==> src/rtl/mux4_arbiter_if.sv <==
// Request/grant bundle between four requesters and the mux4 arbiter.
// The arbiter takes the slave side; requesters (or a bench) take the master side.
interface mux4_arbiter_if;
  logic [3:0] req;
  logic [3:0] grant;
  logic [1:0] select;
  logic       valid;

  modport master (output req, input grant, select, valid);
  modport slave  (input req, output grant, select, valid);
endinterface

==> src/rtl/mux4_arbiter.sv <==
// Round-robin arbiter steering the shared mux4 select among four requesters.
// Define MUX4_ARB_TIMEOUT_EN to compile in the MAX_HOLD forced-rotation counter.
module mux4_arbiter #(
  parameter int MAX_HOLD = 8
) (
  input  logic            clk,
  input  logic            rst_n,
  mux4_arbiter_if.slave   bus
);

  if (MAX_HOLD < 2 || MAX_HOLD > 256) begin : g_bad_hold
    $error("mux4_arbiter: MAX_HOLD out of range 2..256");
  end

  typedef enum logic {IDLE, OWN} state_e;

  state_e     state_q, state_d;
  logic [3:0] grant_q, grant_d;
  logic [1:0] sel_q, sel_d;
  logic [1:0] last_q, last_d;
  logic [3:0] owner_oh, others;
  logic [1:0] win_any, win_oth;

`ifdef MUX4_ARB_TIMEOUT_EN
  localparam int CW = (MAX_HOLD > 1) ? $clog2(MAX_HOLD) : 1;
  logic [CW-1:0] cnt_q, cnt_d;
`endif

  // First set bit scanning from last+1, wrapping; last itself is checked last.
  function automatic logic [1:0] pick(input logic [3:0] r, input logic [1:0] last);
    logic       found;
    logic [1:0] idx;
    pick  = last;
    found = 1'b0;
    for (int k = 1; k <= 4; k++) begin
      idx = last + 2'(k);
      if (r[idx] && !found) begin
        pick  = idx;
        found = 1'b1;
      end
    end
  endfunction

  assign owner_oh = 4'b0001 << last_q;
  assign others   = bus.req & ~owner_oh;
  assign win_any  = pick(bus.req, last_q);
  assign win_oth  = pick(others, last_q);

  always_ff @(posedge clk or negedge rst_n) begin
    if (!rst_n) begin
      state_q <= IDLE;
      grant_q <= 4'b0000;
      sel_q   <= 2'd0;
      last_q  <= 2'd3;
`ifdef MUX4_ARB_TIMEOUT_EN
      cnt_q   <= '0;
`endif
    end else begin
      state_q <= state_d;
      grant_q <= grant_d;
      sel_q   <= sel_d;
      last_q  <= last_d;
`ifdef MUX4_ARB_TIMEOUT_EN
      cnt_q   <= cnt_d;
`endif
    end
  end

  always_comb begin
    state_d = state_q;
    grant_d = grant_q;
    sel_d   = sel_q;
    last_d  = last_q;
`ifdef MUX4_ARB_TIMEOUT_EN
    cnt_d   = cnt_q;
`endif
    case (state_q)
      IDLE: begin
        if (|bus.req) begin
          state_d = OWN;
          grant_d = 4'b0001 << win_any;
          sel_d   = win_any;
          last_d  = win_any;
`ifdef MUX4_ARB_TIMEOUT_EN
          cnt_d   = '0;
`endif
        end
      end
      OWN: begin
        if (bus.req[last_q]) begin
`ifdef MUX4_ARB_TIMEOUT_EN
          if (cnt_q == CW'(MAX_HOLD - 1)) begin
            cnt_d = '0;
            // Forced rotation: owner is excluded and must re-win later.
            if (|others) begin
              grant_d = 4'b0001 << win_oth;
              sel_d   = win_oth;
              last_d  = win_oth;
            end
          end else begin
            cnt_d = cnt_q + CW'(1);
          end
`endif
        end else if (|others) begin
          grant_d = 4'b0001 << win_oth;
          sel_d   = win_oth;
          last_d  = win_oth;
`ifdef MUX4_ARB_TIMEOUT_EN
          cnt_d   = '0;
`endif
        end else begin
          state_d = IDLE;
          grant_d = 4'b0000;
`ifdef MUX4_ARB_TIMEOUT_EN
          cnt_d   = '0;
`endif
        end
      end
      default: state_d = IDLE;
    endcase
  end

  always_comb begin
    bus.grant  = grant_q;
    bus.select = sel_q;
    bus.valid  = |grant_q;
  end

endmodule

==> src/flat_wrapper.sv <==
// flat-port wrapper written by rule: the top's interface ports become plain ports
module mux4_arbiter_flat 
#(
  parameter int MAX_HOLD = 8
)
  (clk, rst_n, bus_req, bus_grant, bus_select, bus_valid);
  mux4_arbiter_if bus_i ();
  input  logic clk;
  input  logic rst_n;
  input wire logic [$bits(bus_i.req)-1:0] bus_req;
  output wire logic [$bits(bus_i.grant)-1:0] bus_grant;
  output wire logic [$bits(bus_i.select)-1:0] bus_select;
  output wire logic [$bits(bus_i.valid)-1:0] bus_valid;
  assign bus_i.req = bus_req;
  assign bus_grant = bus_i.grant;
  assign bus_select = bus_i.select;
  assign bus_valid = bus_i.valid;
  mux4_arbiter #(.MAX_HOLD(MAX_HOLD)) u_core (.clk(clk), .rst_n(rst_n), .bus(bus_i));
endmodule
==> config.mk <==
export PLATFORM = sky130hd
export DESIGN_NAME = mux4_arbiter_flat
export DESIGN_NICKNAME = d
export VERILOG_FILES = /design/src/rtl/mux4_arbiter_if.sv /design/src/rtl/mux4_arbiter.sv /design/src/flat_wrapper.sv
export SDC_FILE = /design/constraint.sdc
export NUM_CORES = 1
export LEC_CHECK = 0
export ABC_CLOCK_PERIOD_IN_PS = 3400
export CAP_MARGIN = 20
export CORE_MARGIN = 4
export CORE_UTILIZATION = 54
export CTS_CLUSTER_SIZE = 20
export DETAILED_ROUTE_END_ITERATION = 8
export PLACE_DENSITY = 0.85
export SLEW_MARGIN = 20
export SYNTH_ARGS = -nofsm -noshare
export SYNTH_HDL_FRONTEND = slang
export SYNTH_SLANG_ARGS = --single-unit
==> constraint.sdc <==
create_clock -name clk -period 3.4 [get_ports clk]
set_input_delay 1.02 -clock clk [delete_from_list [all_inputs] [get_ports clk]]
set_output_delay 1.02 -clock clk [all_outputs]
set_load 0.01 [all_outputs]
==> results_dict.tcl, run 1 <==
set metrics [dict create \
    design.core.area_um2 1580 \
    synth_edf_count 0 \
    num_antenna_cells 0 \
    min_period_ns 3.11 \
    cts_made_buffers 3 \
    crit_arrival_ns 3.21 \
    synth_nets 110 \
    grt_first_pass_wirelength_mm 3.79 \
    cts_root_buf "clkbuf_4" \
    grt_antenna_before_repair 0 \
    synth_area_um2 952 \
    setup_viol 0 \
    status "finished, final reports clean" \
    finalWorstSetupSlack_ns 0.295 \
    place_congestion 0.973 \
    p_leak_nw 0.455 \
    die_w_um 50.0 \
    drc 0 \
    clk_pin_slew_ns 0.06 \
    grt-ovfl-total 0 \
    grt_use_total_pct 19.8 \
    holdPathEnd "u_core.bus.select[0]" \
    dpl.cell_count 125 \
    postCtsSetupRepairBufs 0 \
    powerDensity_nw_per_um2 1150 \
    start_util_pct 60.4 \
    drive_above_1_share_pct 16.8 \
    yosysWarningCount 0 \
    synth_cell_types 43 \
    die_h_um 50.0 \
    syn_to_final_growth_pct 15.5 \
    port_buffers 12 \
    maxCapViolations 0 \
    r2r_slack_ns 0.29 \
    final_area_um2 1100 \
    fin_cells 129 \
    wl_per_cell_um 16.9 \
    r2r-start "u_core.last_q[0]" \
    slew_viol_final 0 \
    ant_nets 0 \
    cts_tree "done" \
    seq_area_frac_synth_pct 23.9 \
    holdPathStages 2 \
    synth_flop_cell "dfrtp_1" \
    worstMarginPinSlew_ns 0.477 \
    rows 14 \
    grt_start_max_net_pins 17 \
    reg2regPathDepth 6 \
    critPathCaptureType "register" \
    final_nets 124 \
    vias 860 \
    crit_path_max_fanout 16 \
    htree_levels 1 \
    clock.fmax_ghz 0.322 \
    period_share_pct 91.3 \
    hold_path.class "reg2reg" \
    cts.sink_count 9 \
    cts_resized 0 \
    dp_hpwl_mm 1.67 \
    yosys.area.top_type "dfrtp_1" \
    hold_start "u_core.bus.select[0]" \
    ioPinCount 13 \
    finalHoldViolations 0 \
    ir_drop_uv 576 \
    grt_setup_unrepaired "false" \
    path_class "reg2reg" \
    syn_avg_cell_area_um2 9.52 \
    postSynthCellCount 100 \
    timing.rr.end "u_core.bus.grant[3]" \
    required_ns 3.50 \
    hold_buffers 0 \
    yosys-top-cells-area "dfrtp_1 18%, mux4_2 7.1%, dfstp_2 5.5%" \
    drt-total-wl_mm 2.18 \
    drtIter0Drc 19 \
    grt_pass1_vias 849 \
    die_area_um2 2500 \
    slew_headroom_pct 68.2 \
    yosysTopAreaCellShare_pct 18.4 \
    avgViaCountPerCell 6.67 \
    worstSkewPairLatency_ns 0.26 \
    async_flop_share_pct 100 \
    dr.pass1.iters 4 \
    fin_worst_skew_ns 0.00646 \
    fin_setup_tns_ns 0 \
    pre_cts_ws_ns 0.111 \
    startpoint_type "register" \
    synth_seq_cells 9 \
    place_area_um2 1070 \
    clock_path_buffers 2 \
]
## cell type report
cell class / instances / area (um^2)
Clock buffer: 4 / 26.3
Timing Repair Buffer: 13 / 128
Fill cell: 124 / 477
Inverter: 6 / 22.5
Multi-Input combinational cell: 81 / 676
Tap cell: 16 / 20.0
Sequential cell: 9 / 228
## kinds of logic (layout without fill, tap and decap cells)
logic type	after synthesis	count (layout)	synth area share, %
xor+xnor	3	3	2.76
compound gates	28	28	22.7
fa+ha+maj	4	4	5.26
mux	10	10	18.7
buf+inv	10	23	5.12
flops	9	9	23.9
simple gates	36	36	21.6
## worst max-delay path by stage
stage / start / endpoint / slack [ns] / cells after the start
floorplan: u_core.last_q[1] / u_core.bus.select[1] / 0.73 / 8
global placement: bus_req[1] / u_core.bus.grant[2] / 0.16 / 7
detailed placement: bus_req[1] / u_core.bus.grant[2] / 0.11 / 7
CTS: u_core.last_q[0] / u_core.bus.grant[3] / 0.33 / 6
global route: u_core.last_q[0] / u_core.bus.grant[3] / 0.20 / 6
finish: u_core.last_q[0] / u_core.bus.grant[3] / 0.29 / 6
## power by group
group	internal (mW)	total (mW)	leakage (nW)	switching, mW
clock network	0.0451	0.0805	0.0150	0.0354
registers	0.170	0.249	0.107	0.0796
logic	0.458	0.935	0.333	0.477
## stage by stage
stage | utilization (%) | power, mW | hold slack [ns]
floorplan | - | 0.959 | 0.518
global placement | 68.1 | 1.14 | 0.465
detailed placement | 68.1 | 1.16 | 0.474
CTS | 69.8 | 1.26 | 0.493
global route | 69.8 | 1.37 | 0.513
finish | 69.8 | 1.26 | 0.484
## synthesized netlist by cell type (2+ instances only)
cell type  instances
nor3b_1            2
inv_1              5
nand2_1            9
mux4_1             2
dfrtp_1            7
o221ai_1           4
a21o_1             4
nor3_1             3
dfstp_2            2
mux4_2             3
a21oi_1            5
nand2b_1           7
nor2_1             5
mux2_2             2
ha_1               4
xnor2_1            3
buf_2              3
mux2i_1            2
o21ai_0            4
## registers in the layout, summed over array words and instances (netlist names)
signal	flops
u_core.bus.grant	4
u_core.state_q	1
u_core.last_q	2
u_core.bus.select	2
## worst max-delay path, stage by stage, from the launching register on
cell	delay, ns
dfstp_2	0.75
inv_2	0.17
ha_1	0.45
mux4_1	0.70
o2bb2a_1	0.37
o21ai_0	0.31
o221ai_1	0.19
## placed cells by master (no fill, tap or decap), types with 4 or more instances in the layout
master	instances
ha_1	4
clkdlybuf4s50_1	12
nand2_1	9
a21oi_1	5
a21o_1	4
o221ai_1	4
nand2b_1	7
nor2_1	5
o21ai_0	4
dfrtp_1	7
inv_1	5
## metal layers
layer	part of all wire, %	GRT usage (%)	wire (um)	vias to the layer above
li1	-	-	-	408
met1	44	25.2	963	408
met2	46	28.5	1010	36
met3	7.1	7.53	154	8
met4	2.4	10.6	52	0
met5	0	0	0	-
No activity file was read; power rests on OpenSTA's default activity.
==> run 2, diff against run 1 <==
- CORE_MARGIN: 4 -> unset
==> run 2 against run 1 <==
Effect of this change: the flow now finishes with violations (DRC); global-route usage up 4.7 points; critical path depth up 1; combinational power up 3.6%; critical path type is now in2reg.
==> results_dict.tcl, run 2 (synthesis gave the netlist of run 1 again) <==
set metrics [dict create \
    drive_above_1_share_pct 17.5 \
    postLayoutCoreUtil_pct 70.2 \
    port_buffers 12 \
    rows 14 \
    layout_commonest_cell "clkdlybuf4s50_1" \
    layout_common_cells "12 x clkdlybuf4s50_1, 9 x nand2_1, 7 x nand2b_1, 7 x dfrtp_1" \
    grt-ovfl-total 0 \
    critPathLaunch "bus_req[1]" \
    pwr-share-clk_pct 6.1 \
    dp_hpwl_mm 1.66 \
    crit_path_max_fanout 10 \
    fillers 121 \
    place_area_um2 1080 \
    largest_reg_flops 4 \
    dpl.cell_count 126 \
    grt_busiest_layer "met2" \
    crit_path_end "u_core.bus.grant[2]" \
    ant_nets 0 \
    postCtsSetupRepairBufs 0 \
    hold_path.class "reg2reg" \
    r2r-start "u_core.last_q[1]" \
    grt_first_pass_wirelength_mm 3.46 \
    drc 2 \
    cts_tree "done" \
    p_comb_share_pct 76.5 \
    crit_arrival_ns 3.19 \
    fin_cells 130 \
    num_antenna_cells 0 \
    grt_setup_unrepaired "false" \
    reg2regPathDepth 7 \
    die_h_um 44.0 \
    grt_pass1_vias 743 \
    timing.rr.end "u_core.bus.select[1]" \
    cts_resized 0 \
    cts_root_buf "clkbuf_4" \
    status "finished, violations left" \
    clock.fmax_ghz 0.325 \
    design.core.area_um2 1580 \
    start_util_pct 60.4 \
    slew_viol_final 0 \
    holdPathStages 2 \
    p_leak_nw 0.460 \
    power.internal_uw 679 \
    setup_viol 0 \
    violations "DRC" \
    p_seq_share_pct 17.4 \
    required_ns 3.52 \
    use_met3_pct 7.50 \
    use_met1_pct 34.5 \
    powerDensity_nw_per_um2 1140 \
    clock_path_buffers 2 \
    place_congestion 0.948 \
    path_class "in2reg" \
    vias 880 \
    min_period_ns 3.07 \
    slew_headroom_pct 70.7 \
    htree_levels 1 \
    fin_setup_tns_ns 0 \
    wl_per_cell_um 16.1 \
    die_area_um2 1940 \
    syn_to_final_growth_pct 16.3 \
    hold_buffers 0 \
    worstSkewPairLatency_ns 0.26 \
    final_area_um2 1110 \
    grt_start_max_net_pins 16 \
    maxCapViolations 0 \
    final_nets 125 \
    cts.sink_count 9 \
    clk_pin_slew_ns 0.05 \
    cts_made_buffers 3 \
    avgViaCountPerCell 6.77 \
    grt_use_met2_pct 36.7 \
    fin_worst_skew_ns 0.00387 \
    ioPinCount 13 \
    worstMarginPinSlew_ns 0.439 \
    pre_cts_ws_ns 0.137 \
    netSwitchingPower_uw 588 \
    drt-total-wl_mm 2.09 \
    grt_antenna_before_repair 0 \
    holdWs_ns 0.479 \
    total_power_mw 1.27 \
    r2r_slack_ns 0.50 \
    dr.pass1.iters 6 \
    die_w_um 44.0 \
    drtIter0Drc 40 \
    critPathCaptureType "register" \
    sw_frac_of_total_pct 46.4 \
    finalHoldViolations 0 \
    startpoint_type "primary input" \
    ir_drop_uv 558 \
    finalWorstSetupSlack_ns 0.327 \
    period_share_pct 90.4 \
    grt_use_total_pct 24.5 \
]
[run 2: changes by cell type in the layout (fill, tap and decap cells not counted)]
cell | before | now
buf_4 | 1 | 2
[run 2: power groups by stage]
stage                     clock network (mW)  registers (mW)  logic (mW)
after floorplan                            0           0.216       0.743
after global placement                     0           0.217       0.925
after detailed placement                   0           0.220       0.953
after CTS                             0.0802           0.219       0.959
after global routing                  0.0888           0.226        1.05
final                                 0.0774           0.220       0.969
[run 2: how the worst min path moves through the flow]
stage                               startpoint              endpoint  slack, ns
final                     u_core.bus.select[0]  u_core.bus.select[0]       0.48
after global routing      u_core.bus.select[0]  u_core.bus.select[0]       0.50
after floorplan           u_core.bus.select[1]  u_core.bus.select[1]       0.52
after CTS                 u_core.bus.select[0]  u_core.bus.select[0]       0.48
after detailed placement  u_core.bus.select[0]  u_core.bus.select[0]       0.47
after global placement    u_core.bus.select[0]  u_core.bus.select[0]       0.46
[run 2: worst max-delay path: stages]
cell and delay, ns:
clkdlybuf4s50_1 0.58, mux4_2 0.63, o31ai_1 0.28, a21oi_1 0.12, o211ai_2 0.24, and2_1 0.18, o221ai_1 0.13
[run 2: final cells by class]
type	count	area, um^2	share of cell area, %
sequential	9	228	20.6
timing repair buffer	14	135	12.2
multi-input combinational	81	676	61.0
clock buffer	4	26.3	2.37
tap	16	20.0	1.81
inverter	6	22.5	2.03
[run 2: layer usage]
layer	vias to the layer above	wire, um	part of all wire [%]
met5	-	0	0
met4	0	34	1.6
met3	6	162	7.7
met2	42	930	44
met1	419	964	46
li1	413	-	-
